[config.mk]
export PLATFORM = sky130hd
export DESIGN_NAME = cw_seq_ctrl_flat
export DESIGN_NICKNAME = d
export VERILOG_FILES = /design/src/rtl/cw_seq_pkg.sv /design/src/rtl/cw_seq_ctrl_if.sv /design/src/rtl/cw_decode.sv /design/src/rtl/cw_seq_ctrl.sv /design/src/flat_wrapper.sv
export SDC_FILE = /design/constraint.sdc
export NUM_CORES = 1
export LEC_CHECK = 0
export CAP_MARGIN = 20
export CORE_MARGIN = 2
export CORE_UTILIZATION = 30
export CTS_BUF_LIST = sky130_fd_sc_hd__clkbuf_8 sky130_fd_sc_hd__clkbuf_16
export CTS_CLUSTER_DIAMETER = 120
export DETAILED_ROUTE_END_ITERATION = 16
export GPL_TIMING_DRIVEN = 0
export HOLD_SLACK_MARGIN = 0.06
export PLACE_DENSITY_LB_ADDON = 0.25
export SYNTH_ARGS = -nofsm -noshare
export SYNTH_HDL_FRONTEND = slang
export SYNTH_SLANG_ARGS = --single-unit
[constraint.sdc]
create_clock -name clk -period 2.4 [get_ports clk]
set_input_delay 0.36 -clock clk [delete_from_list [all_inputs] [get_ports clk]]
set_output_delay 0.36 -clock clk [all_outputs]
set_load 0.01 [all_outputs]
[src/rtl/cw_seq_pkg.sv]
// Shared types and encodings for the control-word sequencer: states, instruction
// classes, ALU op codes, supported opcode/func values and control-word bit positions.
package cw_seq_pkg;

  typedef enum logic [2:0] {
    IDLE      = 3'd0,
    DECODE    = 3'd1,
    EXECUTE   = 3'd2,
    MEMORY    = 3'd3,
    WRITEBACK = 3'd4
  } state_t;

  typedef enum logic [2:0] {
    RTYPE = 3'd0,
    ITYPE = 3'd1,
    LOAD  = 3'd2,
    STORE = 3'd3,
    NOP   = 3'd4
  } iclass_t;

  typedef enum logic [1:0] {
    ALU_ADD = 2'b00,
    ALU_SUB = 2'b01,
    ALU_AND = 2'b10,
    ALU_OR  = 2'b11
  } alu_op_t;

  localparam logic [5:0] OP_RTYPE = 6'h00;
  localparam logic [5:0] OP_ADDI  = 6'h08;
  localparam logic [5:0] OP_SUBI  = 6'h0A;
  localparam logic [5:0] OP_ANDI  = 6'h0C;
  localparam logic [5:0] OP_ORI   = 6'h0D;
  localparam logic [5:0] OP_NOP   = 6'h15;
  localparam logic [5:0] OP_LW    = 6'h23;
  localparam logic [5:0] OP_SW    = 6'h2B;

  localparam logic [10:0] FN_ADD = 11'h020;
  localparam logic [10:0] FN_SUB = 11'h022;
  localparam logic [10:0] FN_AND = 11'h024;
  localparam logic [10:0] FN_OR  = 11'h025;

  localparam int unsigned CW_W    = 32'd13;
  localparam int unsigned CW_RF1  = 32'd12;
  localparam int unsigned CW_RF2  = 32'd11;
  localparam int unsigned CW_EN1  = 32'd10;
  localparam int unsigned CW_S1   = 32'd9;
  localparam int unsigned CW_S2   = 32'd8;
  localparam int unsigned CW_ALU1 = 32'd7;
  localparam int unsigned CW_ALU2 = 32'd6;
  localparam int unsigned CW_EN2  = 32'd5;
  localparam int unsigned CW_RM   = 32'd4;
  localparam int unsigned CW_WM   = 32'd3;
  localparam int unsigned CW_EN3  = 32'd2;
  localparam int unsigned CW_S3   = 32'd1;
  localparam int unsigned CW_WF1  = 32'd0;

endpackage

[src/rtl/cw_seq_ctrl_if.sv]
// Instruction issue handshake between an instruction source (master) and the
// control-word sequencer (slave).
interface cw_seq_ctrl_if #(
  parameter int OP_CODE_SIZE = 6,
  parameter int FUNC_SIZE    = 11
);
  logic                    instr_valid;
  logic                    instr_ready;
  logic [OP_CODE_SIZE-1:0] opcode;
  logic [FUNC_SIZE-1:0]    func;

  modport master (output instr_valid, output opcode, output func, input instr_ready);
  modport slave  (input instr_valid, input opcode, input func, output instr_ready);
endinterface

[src/rtl/cw_decode.sv]
// Combinational instruction classifier: opcode/func to instruction class,
// ALU operation and legality.
module cw_decode
  import cw_seq_pkg::*;
#(
  parameter int OP_CODE_SIZE = 6,
  parameter int FUNC_SIZE    = 11
) (
  input  logic [OP_CODE_SIZE-1:0] opcode,
  input  logic [FUNC_SIZE-1:0]    func,
  output iclass_t                 iclass,
  output alu_op_t                 alu_op,
  output logic                    legal
);

  // Classify the encoding; anything unlisted falls through as illegal.
  always_comb begin
    iclass = NOP;
    alu_op = ALU_ADD;
    legal  = 1'b1;
    case (opcode)
      OP_CODE_SIZE'(OP_RTYPE): begin
        iclass = RTYPE;
        case (func)
          FUNC_SIZE'(FN_ADD): alu_op = ALU_ADD;
          FUNC_SIZE'(FN_SUB): alu_op = ALU_SUB;
          FUNC_SIZE'(FN_AND): alu_op = ALU_AND;
          FUNC_SIZE'(FN_OR):  alu_op = ALU_OR;
          default:            legal  = 1'b0;
        endcase
      end
      OP_CODE_SIZE'(OP_ADDI): begin iclass = ITYPE; alu_op = ALU_ADD; end
      OP_CODE_SIZE'(OP_SUBI): begin iclass = ITYPE; alu_op = ALU_SUB; end
      OP_CODE_SIZE'(OP_ANDI): begin iclass = ITYPE; alu_op = ALU_AND; end
      OP_CODE_SIZE'(OP_ORI):  begin iclass = ITYPE; alu_op = ALU_OR;  end
      OP_CODE_SIZE'(OP_LW):   iclass = LOAD;
      OP_CODE_SIZE'(OP_SW):   iclass = STORE;
      OP_CODE_SIZE'(OP_NOP):  iclass = NOP;
      default:                legal  = 1'b0;
    endcase
  end

endmodule

[src/rtl/cw_seq_ctrl.sv]
// Handshaked multi-cycle control-word sequencer: walks each accepted instruction
// through DECODE/EXECUTE/MEMORY/WRITEBACK with memory wait, timeout and flush.
module cw_seq_ctrl
  import cw_seq_pkg::*;
#(
  parameter int OP_CODE_SIZE = 6,
  parameter int FUNC_SIZE    = 11,
  parameter int MEM_TIMEOUT  = 15
) (
  input  logic            clk,
  input  logic            rst,
  cw_seq_ctrl_if.slave    ib,
  input  logic            mem_ready,
  input  logic            flush,
  output logic [CW_W-1:0] cw,
  output logic            busy,
  output logic            done,
  output logic            illegal,
  output logic            mem_err
);

  localparam int TO_W = $clog2(MEM_TIMEOUT + 1);

  state_t          state_r;
  iclass_t         cls_r;
  alu_op_t         alu_r;
  logic [TO_W-1:0] cnt_r;
  logic            illegal_r;
  logic            mem_err_r;

  iclass_t         cls_s;
  alu_op_t         alu_s;
  logic            legal_s;
  logic            ready_s;
  logic            hs_s;
  logic [CW_W-1:0] cw_s;

  cw_decode #(
    .OP_CODE_SIZE(OP_CODE_SIZE),
    .FUNC_SIZE   (FUNC_SIZE)
  ) u_decode (
    .opcode(ib.opcode),
    .func  (ib.func),
    .iclass(cls_s),
    .alu_op(alu_s),
    .legal (legal_s)
  );

  // Ready is held low during reset so no instruction is offered to a sequencer still in reset.
  always_comb begin
    ready_s        = rst & ~flush & ((state_r == IDLE) | (state_r == WRITEBACK));
    hs_s           = ib.instr_valid & ready_s;
    ib.instr_ready = ready_s;
  end

  // State, instruction register, memory-wait counter and pulse registers.
  always_ff @(posedge clk or negedge rst) begin
    if (!rst) begin
      state_r   <= IDLE;
      cls_r     <= RTYPE;
      alu_r     <= ALU_ADD;
      cnt_r     <= '0;
      illegal_r <= 1'b0;
      mem_err_r <= 1'b0;
    end else begin
      illegal_r <= 1'b0;
      mem_err_r <= 1'b0;
      if (flush) begin
        state_r <= IDLE;
      end else begin
        case (state_r)
          IDLE, WRITEBACK: begin
            if (hs_s && legal_s) begin
              state_r <= DECODE;
              cls_r   <= cls_s;
              alu_r   <= alu_s;
            end else begin
              state_r   <= IDLE;
              illegal_r <= hs_s;
            end
          end
          DECODE: state_r <= EXECUTE;
          EXECUTE: begin
            state_r <= MEMORY;
            cnt_r   <= '0;
          end
          MEMORY: begin
            // The current wait cycle counts toward the limit, so the last allowed one fires the timeout.
            if ((cls_r != LOAD && cls_r != STORE) || mem_ready) begin
              state_r <= WRITEBACK;
            end else if (cnt_r == TO_W'(MEM_TIMEOUT - 1)) begin
              state_r   <= IDLE;
              mem_err_r <= 1'b1;
            end else begin
              cnt_r <= cnt_r + TO_W'(1);
            end
          end
          default: state_r <= IDLE;
        endcase
      end
    end
  end

  // Moore control-word decode from state and the latched instruction class.
  always_comb begin
    cw_s = '0;
    case (state_r)
      DECODE: begin
        cw_s[CW_EN1] = 1'b1;
        cw_s[CW_RF1] = (cls_r != NOP);
        cw_s[CW_RF2] = (cls_r == RTYPE) || (cls_r == STORE);
      end
      EXECUTE: begin
        cw_s[CW_EN2]  = 1'b1;
        cw_s[CW_S1]   = (cls_r != NOP);
        cw_s[CW_S2]   = (cls_r == ITYPE) || (cls_r == LOAD) || (cls_r == STORE);
        cw_s[CW_ALU1] = alu_r[1];
        cw_s[CW_ALU2] = alu_r[0];
      end
      MEMORY: begin
        cw_s[CW_EN3] = 1'b1;
        cw_s[CW_RM]  = (cls_r == LOAD);
        cw_s[CW_WM]  = (cls_r == STORE);
      end
      WRITEBACK: begin
        cw_s[CW_WF1] = (cls_r != STORE) && (cls_r != NOP);
        cw_s[CW_S3]  = (cls_r == LOAD);
      end
      default: cw_s = '0;
    endcase
  end

  assign cw      = cw_s;
  assign busy    = (state_r != IDLE);
  assign done    = (state_r == WRITEBACK);
  assign illegal = illegal_r;
  assign mem_err = mem_err_r;

endmodule

[src/flat_wrapper.sv]
// flat-port wrapper written by rule: the top's interface ports become plain ports
module cw_seq_ctrl_flat import cw_seq_pkg::*;
#(
  parameter int OP_CODE_SIZE = 6,
  parameter int FUNC_SIZE    = 11,
  parameter int MEM_TIMEOUT  = 15
)
  (clk, rst, mem_ready, flush, cw, busy, done, illegal, mem_err, ib_instr_valid, ib_opcode, ib_func, ib_instr_ready);
  cw_seq_ctrl_if #(.OP_CODE_SIZE(OP_CODE_SIZE), .FUNC_SIZE(FUNC_SIZE)) ib_i ();
  input  logic clk;
  input  logic rst;
  input  logic mem_ready;
  input  logic flush;
  output logic [CW_W-1:0] cw;
  output logic busy;
  output logic done;
  output logic illegal;
  output logic mem_err;
  input wire logic [$bits(ib_i.instr_valid)-1:0] ib_instr_valid;
  input wire logic [$bits(ib_i.opcode)-1:0] ib_opcode;
  input wire logic [$bits(ib_i.func)-1:0] ib_func;
  output wire logic [$bits(ib_i.instr_ready)-1:0] ib_instr_ready;
  assign ib_i.instr_valid = ib_instr_valid;
  assign ib_i.opcode = ib_opcode;
  assign ib_i.func = ib_func;
  assign ib_instr_ready = ib_i.instr_ready;
  cw_seq_ctrl #(.OP_CODE_SIZE(OP_CODE_SIZE), .FUNC_SIZE(FUNC_SIZE), .MEM_TIMEOUT(MEM_TIMEOUT)) u_core (.clk(clk), .rst(rst), .ib(ib_i), .mem_ready(mem_ready), .flush(flush), .cw(cw), .busy(busy), .done(done), .illegal(illegal), .mem_err(mem_err));
endmodule
==> impl_metrics.yaml, run 1 <==
run_status:
  status: "complete, no violations"
cts:
  htreeDepth: 1
  clk_pin_slew_ps: 60
  cts_hold_buffers: 0
  postCtsSetupRepairBufs: 0
  cts_resized: 3
  cts_sinks: 14
  cts_buffer_depth: 2
  insertion_delay_ps: 250
  root_buffer: "clkbuf_8"
  cts_tree: "done"
  cts_buffers: 3
layout:
  n_fill_cell: 325
  multi_input_area_sq_um: 676
  nets: 192
  final-seq-area_sq_um: 350
  antenna_cells: 0
  postLayoutCellArea_sq_um: 1560
  drive_above_1_share_pct: 13.3
  syn_to_final_growth_pct: 45.0
  layout.cells.non_filler: 212
place:
  place_area_sq_um: 1510
  placedCellCount: 209
  globalplace.congestion: 0.825
  dp_hpwl_um: 2030
  port-buffer-count: 38
grt:
  first_global_vias: 952
  antenna_found_initial: 0
  grt_max_degree: 16
  grt_usage_pct: 12.4
  grt_pass1_wl_um: 3970
  grt.overflow.total: 0
sta:
  worst_pin_slew_ps: 405
  maxSlewViolCount: 0
  hold_violations: 0
  timing.hold.ws_ps: 114
  maxSlewHeadroom_pct: 72.9
  layout_min_cycle_time_ps: 2300
  rsz0062_at_grt: "no"
  fin_skew_ps: 4.98
  setup_violations: 0
  min_period_over_period_pct: 95.7
  max_freq_mhz: 435
synthesis:
  yosysTopAreaCell: "dfrtp_1"
  yosys_register_bits: 14
  ys_top_cells_by_area: "dfrtp_1 33%, mux2_4 5.6%, nor2_1 4.9%"
  async_flop_share_pct: 100
  syn_inst: 125
  postSynthNetCount: 149
  synth.top_cell.area_share_pct: 32.6
  yosysWarnings: 0
  synth-edff-count: 0
  dominantRegCellSynth: "dfrtp_1"
  syn_area_sq_um: 1080
  synth.distinct_cells: 41
  syn_area_per_cell_sq_um: 8.61
  ys_seq_area_share_pct: 32.6
worst_setup_path:
  path_cells: "clkdlybuf4s50_1 -> nor4b_2 -> clkdlybuf4s50_1"
  required_ps: 2040
  cp_slowest_cell: "clkdlybuf4s50_1"
  crit_type: "input port to primary output"
  critPathMaxStageDelay_ps: 620
  crit_family: "buffers and inverters"
  cp.arrival_ps: 1940
  startpoint_type: "input port"
  path_buf_inv: 2
  cp_max_fo: 7
  critPathMostFrequentCell: "clkdlybuf4s50_1"
  cp-end-kind: "primary output"
routing:
  drc: 0
  routed_wl_um: 2590
  via_per_inst: 4.89
  num_vias: 1037
  wl_per_cell_um: 12.2
  drt_pass1_iterations: 4
  drt_first_iter_violations: 31
  ant_nets: 0
pwr:
  p_clk_share_pct: 32.1
  power.leakage_nw: 0.648
  seq_power_share_pct: 45.5
  ir_drop_v: 0.000159
  comb_power_share_pct: 22.4
  pwr_density_cell_nw_per_um2: 376
  intPower_mw: 0.434
  power.total_mw: 0.587
  swShare_pct: 26.1
  power_switching_mw: 0.153
floorplan:
  ios: 40
  fp.dieH_um: 63.9
  fp.dieW_um: 63.9
  rows: 21
  dieArea_sq_um: 4080
  coreArea_sq_um: 3390
  initial_core_util_pct: 31.7
worst_hold_path:
  hold_class: "input port to asynchronous set/reset pin"
job:
  maxCapViolCount: 0
## cells by family (layout without fill, tap and decap cells)
group | count (synthesis) | count (layout) | synth area share, %
buf+inv | 10 | 51 | 4.88
mux | 4 | 4 | 5.58
simple gates | 71 | 71 | 39.1
xor+xnor | 2 | 2 | 1.63
fa+ha+maj | 2 | 2 | 2.33
flops | 14 | 14 | 32.6
compound gates | 22 | 22 | 14.0
## path summary, 6_finish.rpt
| path | from | slack (ps) | cells past startpoint | end |
|---|---|---|---|---|
| worst max-delay path | flush | 100 | 3 | ib_instr_ready |
| worst min-delay path | rst | 110 | 1 | u_core.state_r[1] |
| worst max register to register | u_core.state_r[1] | 710 | 5 | u_core.cls_r[1] |
| worst min register to register | u_core.alu_r[0] | 510 | 1 | u_core.alu_r[0] |
| max in group asynchronous | rst | 2010 | 1 | u_core.illegal |
| min in group clk | u_core.alu_r[0] | 510 | 1 | u_core.alu_r[0] |
## power by group through the flow
| stage | Sequential [mW] | Combinational (mW) | Clock (mW) |
|---|---|---|---|
| finish | 0.267 | 0.131 | 0.188 |
| global route | 0.270 | 0.143 | 0.197 |
| CTS | 0.267 | 0.133 | 0.192 |
| detailed placement | 0.271 | 0.132 | 0 |
| global placement | 0.270 | 0.130 | 0 |
| floorplan | 0.266 | 0.0653 | 0 |
## worst register-to-register path, stage by stage (launching register included)
cell and delay [ps]:
dfrtp_1 450, nor4b_2 440, nand2_2 130, nor2b_4 120, buf_6 130, mux2_4 300
## state kept, by name, summed over array words and instances, names as in the netlist
signal	count
u_core.state_r	3
u_core.cls_r	3
u_core.alu_r	2
u_core.mem_err	1
u_core.illegal	1
u_core.cnt_r	4
## metrics by stage
step | setup slack [ps] | utilization [%] | TNS (ps)
detailed placement | -371 | 44.7 | -1180
floorplan | 636 | - | 0
CTS | 50.8 | 45.9 | 0
global route | 32.3 | 46.0 | 0
global placement | -349 | 44.7 | -1030
finish | 103 | 46.0 | 0
## routing by layer
metal  part of all wire [%]  track usage (%)  routed length [um]
met3                    5.3             2.29                 138
met1                     47             14.1                1210
met4                    1.6             6.25                  42
met2                     46             21.7                1200
met5                      0                0                   0
## cells in the mapped netlist (4+ instances only)
cell type and instances:
dfrtp_1 14, nor2_1 14, nand2_1 12, nor3_1 9
inv_1 7, a21oi_1 5, nor2b_1 5, and2_1 4
mux2_4 4, nand2b_1 4, nand3_1 4, nor3b_1 4
o21ai_0 4
## area by class of cell
| cell class | instances | area share (%) |
|---|---|---|
| multi-input combinational | 101 | 43.3 |
| timing repair buffer | 38 | 24.5 |
| sequential | 14 | 22.5 |
| tap | 46 | 3.69 |
| clock buffer | 3 | 2.65 |
| buffer | 3 | 1.76 |
| inverter | 7 | 1.68 |
## cells in the final DEF (no fill, tap or decap), drive strengths merged, types with 3 or more instances in the layout
cell type,count
nor3,9
nor4b,3
nand2b,4
and2,4
nand2,13
clkbuf,4
nor3b,5
nor2,14
nand3,4
a21oi,5
dfrtp,14
clkdlybuf4s50,37
inv,7
o21ai,5
mux2,4
nor2b,6
Note: power is estimated with default switching activity, not from simulation.
==> run 2, diff against run 1 <==
CTS_CLUSTER_DIAMETER = default   (was 120)
==> results of run 2 <==
Same layout as run 1: the final DEF is identical, and so are final timing and power.
